`src/rtl/i2c_arb_pkg.sv`:
```
// Shared types and constants for the I2C requester arbiter and the
// byte-level I2C master it drives.
package i2c_arb_pkg;

  // Address and data widths shared with the I2C master engine.
  localparam int AW = 7;
  localparam int DW = 8;

  // Response status codes returned on rsp_err.
  localparam logic [1:0] ERR_OK   = 2'b00;
  localparam logic [1:0] ERR_NACK = 2'b01;
  localparam logic [1:0] ERR_TMO  = 2'b10;

  // Sequencer states.
  typedef enum logic [2:0] {
    ST_IDLE  = 3'd0,
    ST_ISSUE = 3'd1,
    ST_WAIT  = 3'd2,
    ST_RESP  = 3'd3,
    ST_HOLD  = 3'd4
  } state_t;

endpackage

```
`src/rtl/i2c_req_arbiter_rr_pick.sv`:
```
// Combinational round-robin picker: returns the first set request bit at or
// above ptr, wrapping around, as both a one-hot vector and a binary index.
module rr_pick #(
  parameter int NREQ = 4,
  localparam int IW = (NREQ > 1) ? $clog2(NREQ) : 1
) (
  input  logic [NREQ-1:0] req,
  input  logic [IW-1:0]   ptr,
  output logic [NREQ-1:0] win,
  output logic [IW-1:0]   idx
);

  logic          found_s;
  logic [IW:0]   pos_s;

  // Walk the requests starting at ptr; the first hit wins.
  always_comb begin
    win     = {NREQ{1'b0}};
    idx     = {IW{1'b0}};
    found_s = 1'b0;
    pos_s   = {(IW+1){1'b0}};
    for (int k = 0; k < NREQ; k++) begin
      pos_s = {1'b0, ptr} + (IW+1)'(k);
      if (pos_s >= (IW+1)'(NREQ)) begin
        pos_s = pos_s - (IW+1)'(NREQ);
      end else begin
        pos_s = pos_s;
      end
      if (!found_s && req[pos_s[IW-1:0]]) begin
        found_s                = 1'b1;
        win[pos_s[IW-1:0]]     = 1'b1;
        idx                    = pos_s[IW-1:0];
      end else begin
        found_s = found_s;
      end
    end
  end

endmodule

```
`src/rtl/i2c_req_arbiter.sv`:
```
// Round-robin arbiter/sequencer sharing one byte-level I2C master between
// NREQ requesters: grants one requester, latches its fields, issues the
// transaction, supervises completion with a timeout and returns the result.
module i2c_req_arbiter
  import i2c_arb_pkg::*;
#(
  parameter int NREQ    = 4,
  parameter int TIMEOUT = 1023,
  parameter int TW      = 10
) (
  input  logic              clk,
  input  logic              rst_n,
  input  logic [NREQ-1:0]   req,
  input  logic [NREQ*7-1:0] req_addr,
  input  logic [NREQ-1:0]   req_rw,
  input  logic [NREQ*8-1:0] req_wdata,
  output logic [NREQ-1:0]   gnt,
  output logic [NREQ-1:0]   rsp_valid,
  output logic [7:0]        rsp_rdata,
  output logic [1:0]        rsp_err,
  output logic              m_start,
  output logic [6:0]        m_addr,
  output logic              m_rw,
  output logic [7:0]        m_wdata,
  output logic              m_abort,
  input  logic              m_busy,
  input  logic              m_done,
  input  logic              m_nack,
  input  logic [7:0]        m_rdata
);

  localparam int IW = (NREQ > 1) ? $clog2(NREQ) : 1;

  state_t            state_r;
  logic [IW-1:0]     ptr_r;
  logic [IW-1:0]     idx_r;
  logic [TW-1:0]     cnt_r;
  logic [NREQ-1:0]   gnt_r;
  logic [NREQ-1:0]   rsp_valid_r;
  logic [DW-1:0]     rsp_rdata_r;
  logic [1:0]        rsp_err_r;
  logic              m_start_r;
  logic              m_abort_r;
  logic [AW-1:0]     m_addr_r;
  logic              m_rw_r;
  logic [DW-1:0]     m_wdata_r;

  logic [NREQ-1:0]   pick_win_s;
  logic [IW-1:0]     pick_idx_s;
  logic [AW-1:0]     sel_addr_s;
  logic              sel_rw_s;
  logic [DW-1:0]     sel_wdata_s;
  logic [IW-1:0]     ptr_next_s;
  logic              tmo_s;

  rr_pick #(.NREQ(NREQ)) u_pick (
    .req (req),
    .ptr (ptr_r),
    .win (pick_win_s),
    .idx (pick_idx_s)
  );

  // Route the winning requester's fields to the latch inputs.
  always_comb begin
    sel_addr_s  = {AW{1'b0}};
    sel_rw_s    = 1'b0;
    sel_wdata_s = {DW{1'b0}};
    for (int i = 0; i < NREQ; i++) begin
      if (pick_win_s[i]) begin
        sel_addr_s  = req_addr[i*AW +: AW];
        sel_rw_s    = req_rw[i];
        sel_wdata_s = req_wdata[i*DW +: DW];
      end else begin
        sel_addr_s  = sel_addr_s;
      end
    end
  end

  // Next round-robin pointer (one past the current grant) and timeout detect.
  // cnt_r equals the number of cycles elapsed since m_start, so the abort
  // decision is made one cycle early to land m_abort exactly TIMEOUT after it.
  always_comb begin
    if (idx_r == IW'(NREQ-1)) begin
      ptr_next_s = {IW{1'b0}};
    end else begin
      ptr_next_s = idx_r + IW'(1);
    end
    tmo_s = (cnt_r >= TW'(TIMEOUT-1));
  end

  // Sequencer FSM with all outputs registered.
  always_ff @(posedge clk or negedge rst_n) begin
    if (!rst_n) begin
      state_r     <= ST_IDLE;
      ptr_r       <= {IW{1'b0}};
      idx_r       <= {IW{1'b0}};
      cnt_r       <= {TW{1'b0}};
      gnt_r       <= {NREQ{1'b0}};
      rsp_valid_r <= {NREQ{1'b0}};
      rsp_rdata_r <= {DW{1'b0}};
      rsp_err_r   <= ERR_OK;
      m_start_r   <= 1'b0;
      m_abort_r   <= 1'b0;
      m_addr_r    <= {AW{1'b0}};
      m_rw_r      <= 1'b0;
      m_wdata_r   <= {DW{1'b0}};
    end else begin
      case (state_r)
        ST_IDLE: begin
          if ((|req) && !m_busy) begin
            gnt_r     <= pick_win_s;
            idx_r     <= pick_idx_s;
            m_addr_r  <= sel_addr_s;
            m_rw_r    <= sel_rw_s;
            m_wdata_r <= sel_wdata_s;
            m_start_r <= 1'b1;
            state_r   <= ST_ISSUE;
          end else begin
            state_r   <= ST_IDLE;
          end
        end
        ST_ISSUE: begin
          m_start_r <= 1'b0;
          cnt_r     <= TW'(1);
          state_r   <= ST_WAIT;
        end
        ST_WAIT: begin
          if (m_done) begin
            rsp_valid_r <= gnt_r;
            rsp_err_r   <= m_nack ? ERR_NACK : ERR_OK;
            rsp_rdata_r <= (m_rw_r && !m_nack) ? m_rdata : {DW{1'b0}};
            state_r     <= ST_RESP;
          end else if (tmo_s) begin
            m_abort_r   <= 1'b1;
            rsp_valid_r <= gnt_r;
            rsp_err_r   <= ERR_TMO;
            rsp_rdata_r <= {DW{1'b0}};
            state_r     <= ST_RESP;
          end else begin
            cnt_r       <= cnt_r + TW'(1);
          end
        end
        ST_RESP: begin
          rsp_valid_r <= {NREQ{1'b0}};
          m_abort_r   <= 1'b0;
          gnt_r       <= {NREQ{1'b0}};
          ptr_r       <= ptr_next_s;
          state_r     <= ST_HOLD;
        end
        ST_HOLD: begin
          state_r <= ST_IDLE;
        end
        default: begin
          gnt_r       <= {NREQ{1'b0}};
          rsp_valid_r <= {NREQ{1'b0}};
          m_start_r   <= 1'b0;
          m_abort_r   <= 1'b0;
          state_r     <= ST_IDLE;
        end
      endcase
    end
  end

  assign gnt       = gnt_r;
  assign rsp_valid = rsp_valid_r;
  assign rsp_rdata = rsp_rdata_r;
  assign rsp_err   = rsp_err_r;
  assign m_start   = m_start_r;
  assign m_addr    = m_addr_r;
  assign m_rw      = m_rw_r;
  assign m_wdata   = m_wdata_r;
  assign m_abort   = m_abort_r;

endmodule

```
`config.mk`:
```
export PLATFORM = sky130hd
export DESIGN_NAME = i2c_req_arbiter
export DESIGN_NICKNAME = d
export VERILOG_FILES = /design/src/rtl/i2c_arb_pkg.sv /design/src/rtl/i2c_req_arbiter_rr_pick.sv /design/src/rtl/i2c_req_arbiter.sv
export SDC_FILE = /design/constraint.sdc
export NUM_CORES = 1
export LEC_CHECK = 0
export BUFFER_PORTS_ARGS = -buffer_cell sky130_fd_sc_hd__buf_2
export CORE_MARGIN = 1.5
export CORE_UTILIZATION = 54
export DETAILED_ROUTE_END_ITERATION = 16
export PLACE_DENSITY = 0.86
export SLEW_MARGIN = 20
export SYNTH_ARGS = -nofsm -noshare
export SYNTH_HDL_FRONTEND = slang
export SYNTH_HIERARCHICAL = 1
export SYNTH_SLANG_ARGS = --single-unit
```
`constraint.sdc`:
```
create_clock -name clk -period 6.8 [get_ports clk]
set_input_delay 0.68 -clock clk [delete_from_list [all_inputs] [get_ports clk]]
set_output_delay 0.68 -clock clk [all_outputs]
set_load 0.005 [all_outputs]
```
==> results by group <==
Clock tree
  – Post-CTS setup buffer count: 0
  – CTS Root Cell: clkbuf_8
  – Sink Count: 53
  – CTS tree: yes
  – Clock-pin slew on the worst setup and hold paths: 110 ps
  – Num CTS Buffers: 5
  – Clk_lat worst skew: 320 ps
  – CTS HTree Levels: 2
  – CTS resizes: 0
  – Cts hold-fix bufs: 0
  – CTS Buffer Depth: 2

Timing
  – Min Clock Period, post-route: around 3700 ps
  – Setup_tns: 0 ps
  – Crit share post-route: 0.538
  – Hold Slack: 465 ps
  – Final hold violations: 0
  – Pins Over Slew Limit: 0
  – Worst setup margin: 3140 ps
  – Worst slew pin tran: about 650 ps
  – Clk_skew: 9.15 ps
  – Final Setup Violations: 0
  – RSZ-0062 raised after global routing: false
  – Slew HR: 0.563
  – Fmax: 273 MHz

Drt
  – DRC: 0
  – WL/cell: 15.8 um
  – Vias per inst: 6.00
  – WL final: 8080 um
  – Vias: 3071
  – DRT iter0 DRCs: 159
  – Post-route ant nets: 0
  – Pre-antenna DRT Iters: 5

Global route
  – Global-route usage over all layers: 0.248
  – Vias in the first global route: around 2700
  – Global-route wire length before repair: about 13000 um
  – Grt ovf: 0
  – Largest net degree at the start of global routing: 54
  – Initial antenna violation count: 0

Layout
  – Nets@finish: 525
  – Register area: 1330 um^2
  – Share of layout cells above drive strength 1: 0.348
  – Ant diodes: 0
  – Layout area overhead: 19.6%
  – Filler Cell Count: 494
  – Combined area of the multi-input logic cells: 1680 um^2

Worst hold path
  – Hold Path Class: input pin to asynchronous set/reset pin

Floorplan
  – Die Wd: 80.6 um
  – Std cell rows: 28
  – I/O pin count: around 120
  – Die Y: 80.6 um
  – Core area: 5890 um^2
  – DIE AREA: around 6500 um^2
  – Starting Density: 0.553

Synthesis
  – Mapped Area: 3260 um^2
  – Largest cells by area after synthesis: dfrtp_1 41%, a221oi_1 5.1%, nand2_1 4.5%
  – Top FF cell, synth: dfrtp_1
  – Sequential area share after synthesis: 0.407
  – Ys async rst share: 1.00
  – Top-area cell type share of the netlist area: 0.407
  – Most common cell in the netlist: dfrtp_1
  – Mapped Avg Cell Area: approximately 9.7 um^2
  – Post-synth EDFFs: 0
  – Library cells used by synthesis: 63
  – Synth Warn #: 6
  – Cell count after synthesis: 335
  – Synth area leader: dfrtp_1
  – Leading cell types by count after synthesis: 53 x dfrtp_1, 39 x nand2_1, 24 x nor2_1
  – Syn Nets: 424
  – #FFs+latches synth: 53

Status
  – Status: complete, no violations

Power and ir drop
  – Share of power burned in registers: 0.306
  – Clock power share: 0.105
  – Leakage power figure: between 0.0015 and 0.002 uW
  – Power density of the placed cells: 463 nW/um^2
  – Sw Ratio: 0.461
  – Pint: 973 uW
  – Max VDD drop: between 0.2 and 0.25 mV
  – Power share of the combinational group: 0.589
  – P_sw: 832 uW

Worst setup path
  – Critical path arrival: 3900 ps
  – WS Path Type: flip-flop to flip-flop
  – Critical Path Fanout Max: 20
  – Crit path top cell by count: a221oi_1
  – Slowest CP cell: dfrtp_1
  – Critical-path cell list: inv_1 > ha_1 > mux4_2 > a221oi_1 > o2bb2ai_1 > buf_4 > and2b_1 > a221oi_1 > a211o_1 > a31oi_1
  – Worst path max stage delay: roughly 660 ps
  – Crit path launch type: flip-flop
  – Crit. End Element: flip-flop
  – Worst reg-to-reg setup slack: 3140 ps
  – Worst EP required: 7040 ps

Placement
  – DP Worst Slack: 3230 ps
  – HPWL after detailed placement: 5820 um
  – # port buffers: 116
  – GPL Wtd Cong: 0.840

Job
  – Max cap viols: 0
[power groups by stage]
stage / registers [uW] / logic (uW) / clock network [uW]
2_1_floorplan: 525 / 833 / 0
3_3_place_gp: 549 / 1020 / 0
3_5_place_dp: 556 / 1050 / 0
4_1_cts: 550 / 1050 / 194
5_1_grt: 569 / 1170 / 208
6_report: 553 / 1060 / 190
[layer usage]
metal,vias to the layer above,global-route usage,part of all wire
met2,133,0.413,0.50
met3,13,0.0500,0.058
li1,1453,-,-
met1,1472,0.323,0.43
met5,-,0,0
met4,0,0.0793,0.016
[area by class of cell]
cell class                      count  area share
Multi-Input combinational cell    233       0.432
Sequential cell                    53       0.341
Timing Repair Buffer              120       0.157
Tap cell                           75      0.0241
Inverter                           23      0.0222
Clock buffer                        5      0.0177
Clock inverter                      3     0.00675
[cells in the final DEF (no fill, tap or decap), types with 3 or more instances in the layout]
cell       Yosys  layout
nand2_1       39      39
nand3_1        5       5
clkbuf_8       1       5
mux4_2         4       4
o2bb2ai_1      6       4
ha_1           8       8
a221oi_1      19      19
a31oi_1       18      18
o21ai_0        8       8
nor3_1         3       3
a21oi_1       11      11
buf_4          1       4
a211o_1       14      14
a22o_1        16      16
nor2_1        24      24
buf_2          7     116
dfrtp_1       53      53
inv_1         23      23
nor2b_1        5       5
[through the flow]
stage          utilization  area [um^2]  total power, uW  instances
2_1_floorplan            -         3260             1360        335
3_3_place_gp         0.645         3800             1570        504
3_5_place_dp         0.645         3800             1600        504
4_1_cts              0.661         3890             1800        512
5_1_grt              0.662         3890             1950        512
6_report             0.662         3890             1800        512
[cell families after synthesis]
| family | count (synthesis) | share of synthesized area |
|---|---|---|
| multiplexers | 8 | 0.0407 |
| AND/OR/NAND/NOR | 101 | 0.159 |
| flip-flops | 53 | 0.407 |
| adder cells (fa/ha/maj) | 8 | 0.0307 |
| XOR/XNOR | 1 | 0.00269 |
| buffers and inverters | 49 | 0.0803 |
| AO/OA/AOI/OAI | 115 | 0.279 |
[worst max-delay path: cells and delay by family, from the launching register on]
kind / cells / cell delay (ps)
buf+inv: 2 / 370
fa+ha+maj: 1 / 450
compound gates: 5 / 1100
simple gates: 1 / 530
mux: 1 / 470
flops: 1 / 660
[final timing paths]
path | depth (start not counted) | end | from
worst max-delay path | 10 | m_addr[5]$_DFFE_PN0P_ | ptr_r[0]$_DFFE_PN0N_
worst min-delay path | 2 | cnt_r[8]$_DFFE_PN0P_ | rst_n
worst max register to register | 10 | m_addr[5]$_DFFE_PN0P_ | ptr_r[0]$_DFFE_PN0N_
worst min register to register | 2 | m_start$_DFFE_PN0P_ | m_start$_DFFE_PN0P_
max in group asynchronous | 2 | rsp_rdata[5]$_DFFE_PN0P_ | rst_n
min in group clk | 2 | m_start$_DFFE_PN0P_ | m_start$_DFFE_PN0P_
[state kept, by name (all words and copies together) (netlist names)]
signal,flops
rsp_valid,4
cnt_r,10
state_r,3
m_wdata,8
m_abort,1
m_start,1
m_addr,7
rsp_err,2
ptr_r,2
rsp_rdata,8
idx_r,2
m_rw,1
gnt,4
Power figures use the tool's default switching activity.
